`src/rtl/fluxo_dados_noite_if.sv`:
```
// Strobe/status bundle between the night-phase control unit and its datapath.
interface fluxo_dados_noite_if #(
  parameter int unsigned N_JOG = 8
);
  localparam int unsigned JW = (N_JOG > 1) ? $clog2(N_JOG) : 1;

  logic          rst_global;
  logic          zera_CS;
  logic          inc_seed;
  logic          e_seed_reg;
  logic          zera_CJ;
  logic          inc_jogador;
  logic          mostra_classe;
  logic          CJ_fim;
  logic [JW-1:0] jogador_atual;
  logic [1:0]    classe;
  logic          classe_valida;
  logic          papeis_prontos;
  logic [7:0]    db_seed;

  modport master (
    output rst_global, zera_CS, inc_seed, e_seed_reg, zera_CJ, inc_jogador, mostra_classe,
    input  CJ_fim, jogador_atual, classe, classe_valida, papeis_prontos, db_seed
  );

  modport slave (
    input  rst_global, zera_CS, inc_seed, e_seed_reg, zera_CJ, inc_jogador, mostra_classe,
    output CJ_fim, jogador_atual, classe, classe_valida, papeis_prontos, db_seed
  );
endinterface

```
`src/rtl/fluxo_dados_noite.sv`:
```
// Night-phase datapath: seed counter/register, player counter and an LFSR-driven
// Fisher-Yates shuffle that deals roles (0 aldeao, 1 lobo, 2 vidente).
module fluxo_dados_noite #(
  parameter int unsigned N_JOG   = 8,
  parameter int unsigned N_LOBOS = 2
) (
  input logic                clock,
  input logic                reset,
  fluxo_dados_noite_if.slave bus
);
  localparam int unsigned JW = (N_JOG > 1) ? $clog2(N_JOG) : 1;
  localparam logic [JW-1:0] UltimoJog = JW'(N_JOG - 1);

  typedef enum logic [2:0] {StOcioso, StInicia, StSorteia, StTroca, StPronto} estado_e;

  estado_e       state_q, state_d;
  logic [7:0]    cs_q, cs_d;
  logic [7:0]    seed_q, seed_d;
  logic [7:0]    lfsr_q, lfsr_d;
  logic [7:0]    lfsr_step;
  logic [JW-1:0] cj_q, cj_d;
  logic [JW-1:0] i_q, i_d;
  logic [JW-1:0] j_q, j_d;
  logic [1:0]    table_q [N_JOG];
  logic [1:0]    table_d [N_JOG];

  assign lfsr_step = {lfsr_q[6:0], lfsr_q[7] ^ lfsr_q[5] ^ lfsr_q[4] ^ lfsr_q[3]};

  always_comb begin
    cs_d = cs_q;
    if (bus.zera_CS)       cs_d = '0;
    else if (bus.inc_seed) cs_d = cs_q + 8'd1;

    cj_d = cj_q;
    if (bus.zera_CJ)                               cj_d = '0;
    else if (bus.inc_jogador && cj_q != UltimoJog) cj_d = cj_q + 1'b1;
  end

  always_comb begin
    state_d = state_q;
    seed_d  = seed_q;
    lfsr_d  = lfsr_q;
    i_d     = i_q;
    j_d     = j_q;
    table_d = table_q;
    if (bus.rst_global) begin
      state_d = StOcioso;
      seed_d  = '0;
      for (int unsigned k = 0; k < N_JOG; k++) table_d[k] = 2'd0;
    end else if (bus.e_seed_reg) begin
      seed_d  = cs_q;
      state_d = StInicia;
    end else begin
      unique case (state_q)
        StOcioso: ;
        StInicia: begin
          for (int unsigned k = 0; k < N_JOG; k++) begin
            table_d[k] = (k < N_LOBOS) ? 2'd1 : ((k == N_LOBOS) ? 2'd2 : 2'd0);
          end
          // An all-zero LFSR would lock up, so seed 0 maps to 1.
          lfsr_d  = (seed_q == 8'd0) ? 8'h01 : seed_q;
          i_d     = UltimoJog;
          state_d = StSorteia;
        end
        StSorteia: begin
          lfsr_d = lfsr_step;
          if (lfsr_step[JW-1:0] <= i_q) begin
            j_d     = lfsr_step[JW-1:0];
            state_d = StTroca;
          end
        end
        StTroca: begin
          table_d[i_q] = table_q[j_q];
          table_d[j_q] = table_q[i_q];
          if (i_q == JW'(1)) begin
            state_d = StPronto;
          end else begin
            i_d     = i_q - 1'b1;
            state_d = StSorteia;
          end
        end
        StPronto: ;
        default: state_d = StOcioso;
      endcase
    end
  end

  always_ff @(posedge clock or negedge reset) begin
    if (!reset) begin
      state_q <= StOcioso;
      cs_q    <= '0;
      seed_q  <= '0;
      lfsr_q  <= '0;
      cj_q    <= '0;
      i_q     <= '0;
      j_q     <= '0;
      for (int unsigned k = 0; k < N_JOG; k++) table_q[k] <= 2'd0;
    end else begin
      state_q <= state_d;
      cs_q    <= cs_d;
      seed_q  <= seed_d;
      lfsr_q  <= lfsr_d;
      cj_q    <= cj_d;
      i_q     <= i_d;
      j_q     <= j_d;
      table_q <= table_d;
    end
  end

  assign bus.CJ_fim         = (cj_q == UltimoJog);
  assign bus.jogador_atual  = cj_q;
  assign bus.papeis_prontos = (state_q == StPronto);
  assign bus.classe_valida  = bus.mostra_classe && (state_q == StPronto);
  assign bus.classe         = bus.classe_valida ? table_q[cj_q] : 2'd0;
  assign bus.db_seed        = seed_q;
endmodule

```
`src/flat_wrapper.sv`:
```
// flat-port wrapper written by rule: the top's interface ports become plain ports
module fluxo_dados_noite_flat 
#(
  parameter int unsigned N_JOG   = 8,
  parameter int unsigned N_LOBOS = 2
)
  (clock, reset, bus_rst_global, bus_zera_CS, bus_inc_seed, bus_e_seed_reg, bus_zera_CJ, bus_inc_jogador, bus_mostra_classe, bus_CJ_fim, bus_jogador_atual, bus_classe, bus_classe_valida, bus_papeis_prontos, bus_db_seed);
  fluxo_dados_noite_if #(.N_JOG(N_JOG)) bus_i ();
  input logic clock;
  input logic reset;
  input wire logic [$bits(bus_i.rst_global)-1:0] bus_rst_global;
  input wire logic [$bits(bus_i.zera_CS)-1:0] bus_zera_CS;
  input wire logic [$bits(bus_i.inc_seed)-1:0] bus_inc_seed;
  input wire logic [$bits(bus_i.e_seed_reg)-1:0] bus_e_seed_reg;
  input wire logic [$bits(bus_i.zera_CJ)-1:0] bus_zera_CJ;
  input wire logic [$bits(bus_i.inc_jogador)-1:0] bus_inc_jogador;
  input wire logic [$bits(bus_i.mostra_classe)-1:0] bus_mostra_classe;
  output wire logic [$bits(bus_i.CJ_fim)-1:0] bus_CJ_fim;
  output wire logic [$bits(bus_i.jogador_atual)-1:0] bus_jogador_atual;
  output wire logic [$bits(bus_i.classe)-1:0] bus_classe;
  output wire logic [$bits(bus_i.classe_valida)-1:0] bus_classe_valida;
  output wire logic [$bits(bus_i.papeis_prontos)-1:0] bus_papeis_prontos;
  output wire logic [$bits(bus_i.db_seed)-1:0] bus_db_seed;
  assign bus_i.rst_global = bus_rst_global;
  assign bus_i.zera_CS = bus_zera_CS;
  assign bus_i.inc_seed = bus_inc_seed;
  assign bus_i.e_seed_reg = bus_e_seed_reg;
  assign bus_i.zera_CJ = bus_zera_CJ;
  assign bus_i.inc_jogador = bus_inc_jogador;
  assign bus_i.mostra_classe = bus_mostra_classe;
  assign bus_CJ_fim = bus_i.CJ_fim;
  assign bus_jogador_atual = bus_i.jogador_atual;
  assign bus_classe = bus_i.classe;
  assign bus_classe_valida = bus_i.classe_valida;
  assign bus_papeis_prontos = bus_i.papeis_prontos;
  assign bus_db_seed = bus_i.db_seed;
  fluxo_dados_noite #(.N_JOG(N_JOG), .N_LOBOS(N_LOBOS)) u_core (.clock(clock), .reset(reset), .bus(bus_i));
endmodule
```
`config.mk`:
```
export PLATFORM = sky130hd
export DESIGN_NAME = fluxo_dados_noite_flat
export DESIGN_NICKNAME = d
export VERILOG_FILES = /design/src/rtl/fluxo_dados_noite_if.sv /design/src/rtl/fluxo_dados_noite.sv /design/src/flat_wrapper.sv
export SDC_FILE = /design/constraint.sdc
export NUM_CORES = 1
export LEC_CHECK = 0
export ABC_AREA = 1
export CAP_MARGIN = 20
export CORE_MARGIN = 3
export CORE_UTILIZATION = 40
export DETAILED_ROUTE_END_ITERATION = 7
export GPL_TIMING_DRIVEN = 0
export PLACE_DENSITY = 0.69
export SETUP_SLACK_MARGIN = 0.1
export SLEW_MARGIN = 20
export SYNTH_ARGS = -nofsm -noshare
export SYNTH_HDL_FRONTEND = slang
export SYNTH_SLANG_ARGS = --single-unit
```
`constraint.sdc`:
```
create_clock -name clock -period 2.2 [get_ports clock]
set_input_delay 0.44 -clock clock [delete_from_list [all_inputs] [get_ports clock]]
set_output_delay 0.44 -clock clock [all_outputs]
set_load 0.01 [all_outputs]
```
==> flow_summary.yaml, run 1 <==
die:
  row_count: 32
  fp.dieH_um: 97.97
  ios: 25
  die_area_sq_mm: 0.009597
  core-area_sq_mm: 0.007968
  start_util_pct: 42.46
  die-width_um: 97.97
yosys:
  syn_inst: 474
  syn_area_sq_mm: 0.003383
  synthDistinctLibCells: 33
  syn_nets: 491
  synth.yosys.seq_area_share_pct: 38.46
  yosysWarnings: 0
  synth_area_per_cell_sq_um: 7.138
  ys_seq_elements: 52
placement:
  dp_hpwl_um: 6226
  globalplace.congestion: 0.9153
  portBuffers: 24
sta:
  setup_tns_ns: 0
  maxSlewViolCount: 0
  slew_headroom_pct: 56.80
  skew_ns: 0.008760
  finalHoldViolCount: 0
  min_period_ns: 2.145
  rsz0062_at_grt: "yes"
  tightestPinTransition_ns: 0.6480
  min_period_over_period_pct: 97.51
  setup_viol_count_final: 0
  fmax_mhz: 466.1
  timing.hold.ws_ns: 0.1438
global_routing:
  grt_max_degree: 53
  grt_first_pass_wirelength_um: 14310
  antenna_found_initial: 0
  grtUsageTotal_pct: 18.00
  grt_pass1_vias: 2970
  grt-ovfl-total: 0
clock_network:
  numCtsBuffers: 5
  clockRootBuffer: "clkbuf_8"
  htree_num_levels: 2
  clk_pin_slew_worst_paths_ns: 0.10
  cts_sinks: 52
  clk_path_buf_depth: 2
  clock_latency_ns: 0.31
  cts_tree: "done"
drt:
  avgRoutedWirePerCell_um: 13.56
  routed_wl_um: 8381
  drtIter0Drc: 267
  routed_via_density: 5.175
  ant_nets: 0
  vias: 3198
  dr.pass1.iters: 5
  detail_route.drc_violations: 0
power_and_ir_drop:
  switchingPower_uw: 918.2
  p_total_uw: 2582
  clkPwrFrac_pct: 26.2
  p_int_uw: 1664
  pwr-share-seq_pct: 42.6
  p_leak_uw: 0.001916
  pwr-share-comb_pct: 31.1
  p_sw_share_pct: 35.57
  peakVddDrop_mv: 0.2425
  power_density_mw_per_mm2: 653.8
finish:
  mostFrequentLayoutCells: "nand2_1, dfrtp_1, inv_1, o21ai_0, nor2_1"
  nNetsFinal: 532
  diodes: 0
  drive_gt1_share_pct: 13.95
  final_common_cell: "nand2_1"
  post-route-util_pct: 49.56
  area_growth_syn_to_layout_pct: 16.72
  fillers: 770
setup_path:
  critPathBufInv: 2
  critPathMaxStageDelay_ns: 0.39
  endpoint_kind: "output port"
  crit_arrival_ns: 1.71
  r2r_slack_ns: 0.30
  rr_endpoint: "u_core.state_q[2]"
  crit_path_max_fanout: 3
  r2r-start: "u_core.i_q[1]"
  cp.required_ns: 1.76
  crit_family: "simple AND/OR/NAND/NOR gates"
  crit_path_start_kind: "flop"
  path_class: "reg -> out"
  slowest_stage: "dfrtp_1"
  path_cells: "or2_4 > nor3b_4 > buf_4 > nand2_2 > a31oi_1 > buf_2"
  rr_worst_depth: 9
min_path:
  worst_hold_path_type: "in -> async"
outcome:
  outcome: "completed"
job:
  drv_cap: 0
## per-layer routing
layer  GRT usage (%)  vias to the layer above  wire (um)
met5               0                        -          0
met4           5.431                        0        115
met3           2.357                        8        462
met2           28.27                       87       3773
met1           25.91                     1480       4029
li1                -                     1623          -
## power groups by stage
stage | registers, uW | logic [uW] | clock network, uW
2_1_floorplan | 1100 | 574 | 0
3_3_place_gp | 1120 | 746 | 0
5_1_grt | 1110 | 909 | 743
6_report | 1100 | 803 | 678
3_5_place_dp | 1120 | 762 | 0
4_1_cts | 1100 | 784 | 699
## cells in the mapped netlist (all sizes together)
cell    number  share of area, %
a21oi       15               2.2
a31oi       17               3.1
buf         10               2.5
dfrtp       52                38
ha           8               3.0
inv         57               6.4
nand2      165                19
nand3       27               4.4
nand3b       1              0.22
nand4        2              0.37
nor2        40               6.1
nor3         4              0.74
nor3b        1              0.37
nor4         1              0.19
o211ai       4              0.89
o21ai       58               9.1
o22ai        1              0.19
o31ai        6               1.7
or2          1              0.19
xnor2        4               1.0
## metrics by stage
| stage | std cells | instance area (sq um) | setup slack, ns |
|---|---|---|---|
| floorplan | 474 | 3383 | 0.4224 |
| global placement | 600 | 3751 | -0.9064 |
| detailed placement | 600 | 3749 | -0.3070 |
| CTS | 617 | 3926 | 0.02121 |
| global route | 618 | 3949 | -0.02639 |
| finish | 618 | 3949 | 0.05467 |
## registers in the layout, indices dropped and copies added, names as in the netlist
name,flops
u_core.table_q,16
u_core.bus.db_seed,8
u_core.cs_q,8
u_core.lfsr_q,8
u_core.bus.jogador_atual,3
u_core.i_q,3
u_core.j_q,3
u_core.state_q,3
## cells by family (layout without fill, tap and decap cells)
kind of cell / after synthesis / after routing / share of synthesized area [%]
compound gates: 101 / 101 / 17.31
xor+xnor: 4 / 4 / 1.035
fa+ha+maj: 8 / 8 / 2.959
simple gates: 242 / 242 / 31.32
flops: 52 / 52 / 38.46
buf+inv: 67 / 109 / 8.913
## cell type report
cell class	instances	area [sq um]	area share, %
buffer	10	85.08	2.155
clock buffer	6	72.57	1.838
clock inverter	2	38.79	0.9823
inverter	57	216.5	5.482
multi-input combinational	355	1802	45.63
sequential	52	1304	33.02
tap	102	127.6	3.232
timing repair buffer	34	302.8	7.668
## how the worst max path moves through the flow
stage / from / end / slack [ns] / cells past startpoint
after detailed placement: bus_mostra_classe / bus_classe[1] / -0.31 / 5
after CTS: u_core.state_q[0] / bus_classe[1] / 0.02 / 6
after global routing: u_core.bus.jogador_atual[0] / bus_classe[1] / -0.03 / 7
final: u_core.state_q[0] / bus_classe[1] / 0.05 / 6
after floorplan: u_core.state_q[1] / bus_classe[0] / 0.42 / 4
after global placement: reset / u_core.lfsr_q[5] / -0.91 / 1
## repair_timing
item / CTS / global route
endpoints found under the setup margin: 5 / 5
hold buffers: 0 / 0
pin swaps: 4 / 1
gates resized for setup: 14 / 4
setup buffers: 9 / 1
(Power assumes the default switching activity.)
==> run 2, diff against run 1 <==
Settings changed: CELL_PAD_IN_SITES_DETAIL_PLACEMENT from default to 1, CELL_PAD_IN_SITES_GLOBAL_PLACEMENT from default to 2, CORE_UTILIZATION 40 to 34, PLACE_DENSITY 0.69 to 0.91.
==> run 2 against run 1 <==
The flow now finishes with violations (setup timing); register-to-register slack gained 0.09 ns; combinational power grew 0.9%; critical path depth is the same; clock-buffer cell count shrank 1; global-route usage grew 0.56 points; clock power shrank 14%; total power shrank 3.3%; largest cell class unchanged; via count grew 1.4%; hold slack gained 0.0046 ns; non-clock buffer count shrank 1; clock skew grew 0.0052 ns.
==> flow_summary.yaml, run 2 (synthesis results as in run 1) <==
sta:
  setup_viol_count_final: 1
  fmax_mhz: 452.7
  slew_headroom_pct: 52.57
  finalHoldViolCount: 0
  maxSlewViolCount: 0
  rsz0062_at_grt: "yes"
  min_period_ns: 2.209
  skew_ns: 0.01398
  min_period_over_period_pct: 100.4
  setup_slack_ns: -0.009048
  tightestPinTransition_ns: 0.7115
finish:
  mostFrequentLayoutCells: "nand2_1, dfrtp_1, inv_1, o21ai_0, nor2_1"
  diodes: 0
  post-route-util_pct: 41.68
  largest_reg_flops: 16
  nNetsFinal: 531
  area_growth_syn_to_layout_pct: 16.53
  design_area_sq_mm: 0.003943
  drive_gt1_share_pct: 13.79
  max_flop_register: "u_core.table_q"
  final_cells: 644
  final_common_cell: "nand2_1"
setup_path:
  crit_path_max_fanout: 2
  slowest_stage: "dfrtp_1"
  critPathMaxStageDelay_ns: 0.41
  path_cells: "or2_4 > nor3b_4 > buf_4 > nand2_2 > a31oi_1 > buf_2"
  crit_path_start_kind: "flop"
  endpoint_kind: "output port"
  rr_worst_depth: 9
  crit_arrival_ns: 1.77
  cp.required_ns: 1.76
  path_class: "reg -> out"
drt:
  routed_via_density: 5.034
  ant_nets: 0
  drtIter0Drc: 181
  vias: 3242
  detail_route.drc_violations: 0
  avgRoutedWirePerCell_um: 15.38
  dr.pass1.iters: 4
  routed_wl_um: 9907
clock_network:
  cts_tree: "done"
  numCtsBuffers: 5
  clockRootBuffer: "clkbuf_8"
  clk_pin_slew_worst_paths_ns: 0.11
  cts_sinks: 52
  clock_latency_ns: 0.31
  clk_path_buf_depth: 2
  cts_hold_buf: 0
  htree_num_levels: 2
job:
  drv_cap: 0
die:
  fp.dieH_um: 105.8
  die-width_um: 105.8
  die_area_sq_mm: 0.01118
  start_util_pct: 35.77
  row_count: 35
  core-area_sq_mm: 0.009459
  ios: 25
outcome:
  violations: "setup timing"
  outcome: "complete, but fails checks"
power_and_ir_drop:
  clkPwrFrac_pct: 23.4
  power_density_mw_per_mm2: 633.1
  pwr-share-comb_pct: 32.5
  p_total_uw: 2496
  pwr-share-seq_pct: 44.1
  switchingPower_uw: 961.0
  p_leak_uw: 0.001878
  peakVddDrop_mv: 0.2605
  p_int_uw: 1535
  p_sw_share_pct: 38.50
placement:
  placed_area_sq_mm: 0.003782
  dp.cells: 627
  portBuffers: 24
  globalplace.congestion: 0.8444
  preCtsSetupSlack_ns: -0.3949
  dp_hpwl_um: 7412
min_path:
  worst_hold_path_type: "in -> async"
global_routing:
  grt-ovfl-total: 0
  grt_first_pass_wirelength_um: 16880
  antenna_found_initial: 0
  grt_max_degree: 53
  grt_pass1_vias: 3297
  grtUsageTotal_pct: 18.56
-- run 2: per-layer routing --
| layer | vias up | routed length, um | track usage [%] |
|---|---|---|---|
| met1 | 1567 | 4994 | 25.73 |
| li1 | 1626 | - | - |
| met2 | 40 | 4583 | 30.69 |
| met3 | 9 | 239 | 2.817 |
| met4 | 0 | 90 | 3.978 |
| met5 | - | 0 | 0 |
-- run 2: path summary, 6_finish.rpt --
check / start / end / slack, ns
min reg2reg: u_core.cs_q[5] / u_core.cs_q[6] / 0.46
max: u_core.state_q[1] / bus_classe[1] / -0.009
min: reset / u_core.bus.jogador_atual[1] / 0.15
max reg2reg: u_core.i_q[1] / u_core.state_q[2] / 0.39
max in group asynchronous: reset / u_core.table_q[13] / 1.55
min in group clock: u_core.cs_q[5] / u_core.cs_q[6] / 0.46
-- run 2: cell type report --
cell class	instances	area (sq um)
buffer	10	85.08
clock buffer	5	68.82
clock inverter	3	21.27
fill	1239	5517
inverter	57	216.5
multi-input combinational	355	1792
sequential	52	1304
tap	129	161.4
timing repair buffer	33	294.0
-- run 2: metrics by stage --
step	hold WS (ns)	setup TNS, ns
floorplan	0.1444	0
global placement	0.4379	-55.12
detailed placement	0.4525	-0.8476
CTS	0.1881	-0.04398
global route	0.2200	-0.1072
finish	0.1485	-0.009048
-- run 2: repair_timing --
item,4_1_cts,5_1_grt
buffers inserted,9,0
pin swaps,4,2
gates resized for setup,19,2
endpoints found under the setup margin,5,4
gates cloned,0,0
-- run 2: critical path: cells and delay by family, from the launching register on --
kind / cells / cell delay, ns
compound gates: 1 / 0.16
buf+inv: 2 / 0.34
flops: 1 / 0.41
simple gates: 3 / 0.56
-- run 2: power groups by stage --
stage / Combinational [uW] / Sequential [uW] / Clock [uW]
final: 810 / 1100 / 584
after global routing: 924 / 1120 / 630
after CTS: 812 / 1100 / 597
after detailed placement: 793 / 1120 / 0
after global placement: 769 / 1120 / 0
after floorplan: 574 / 1100 / 0
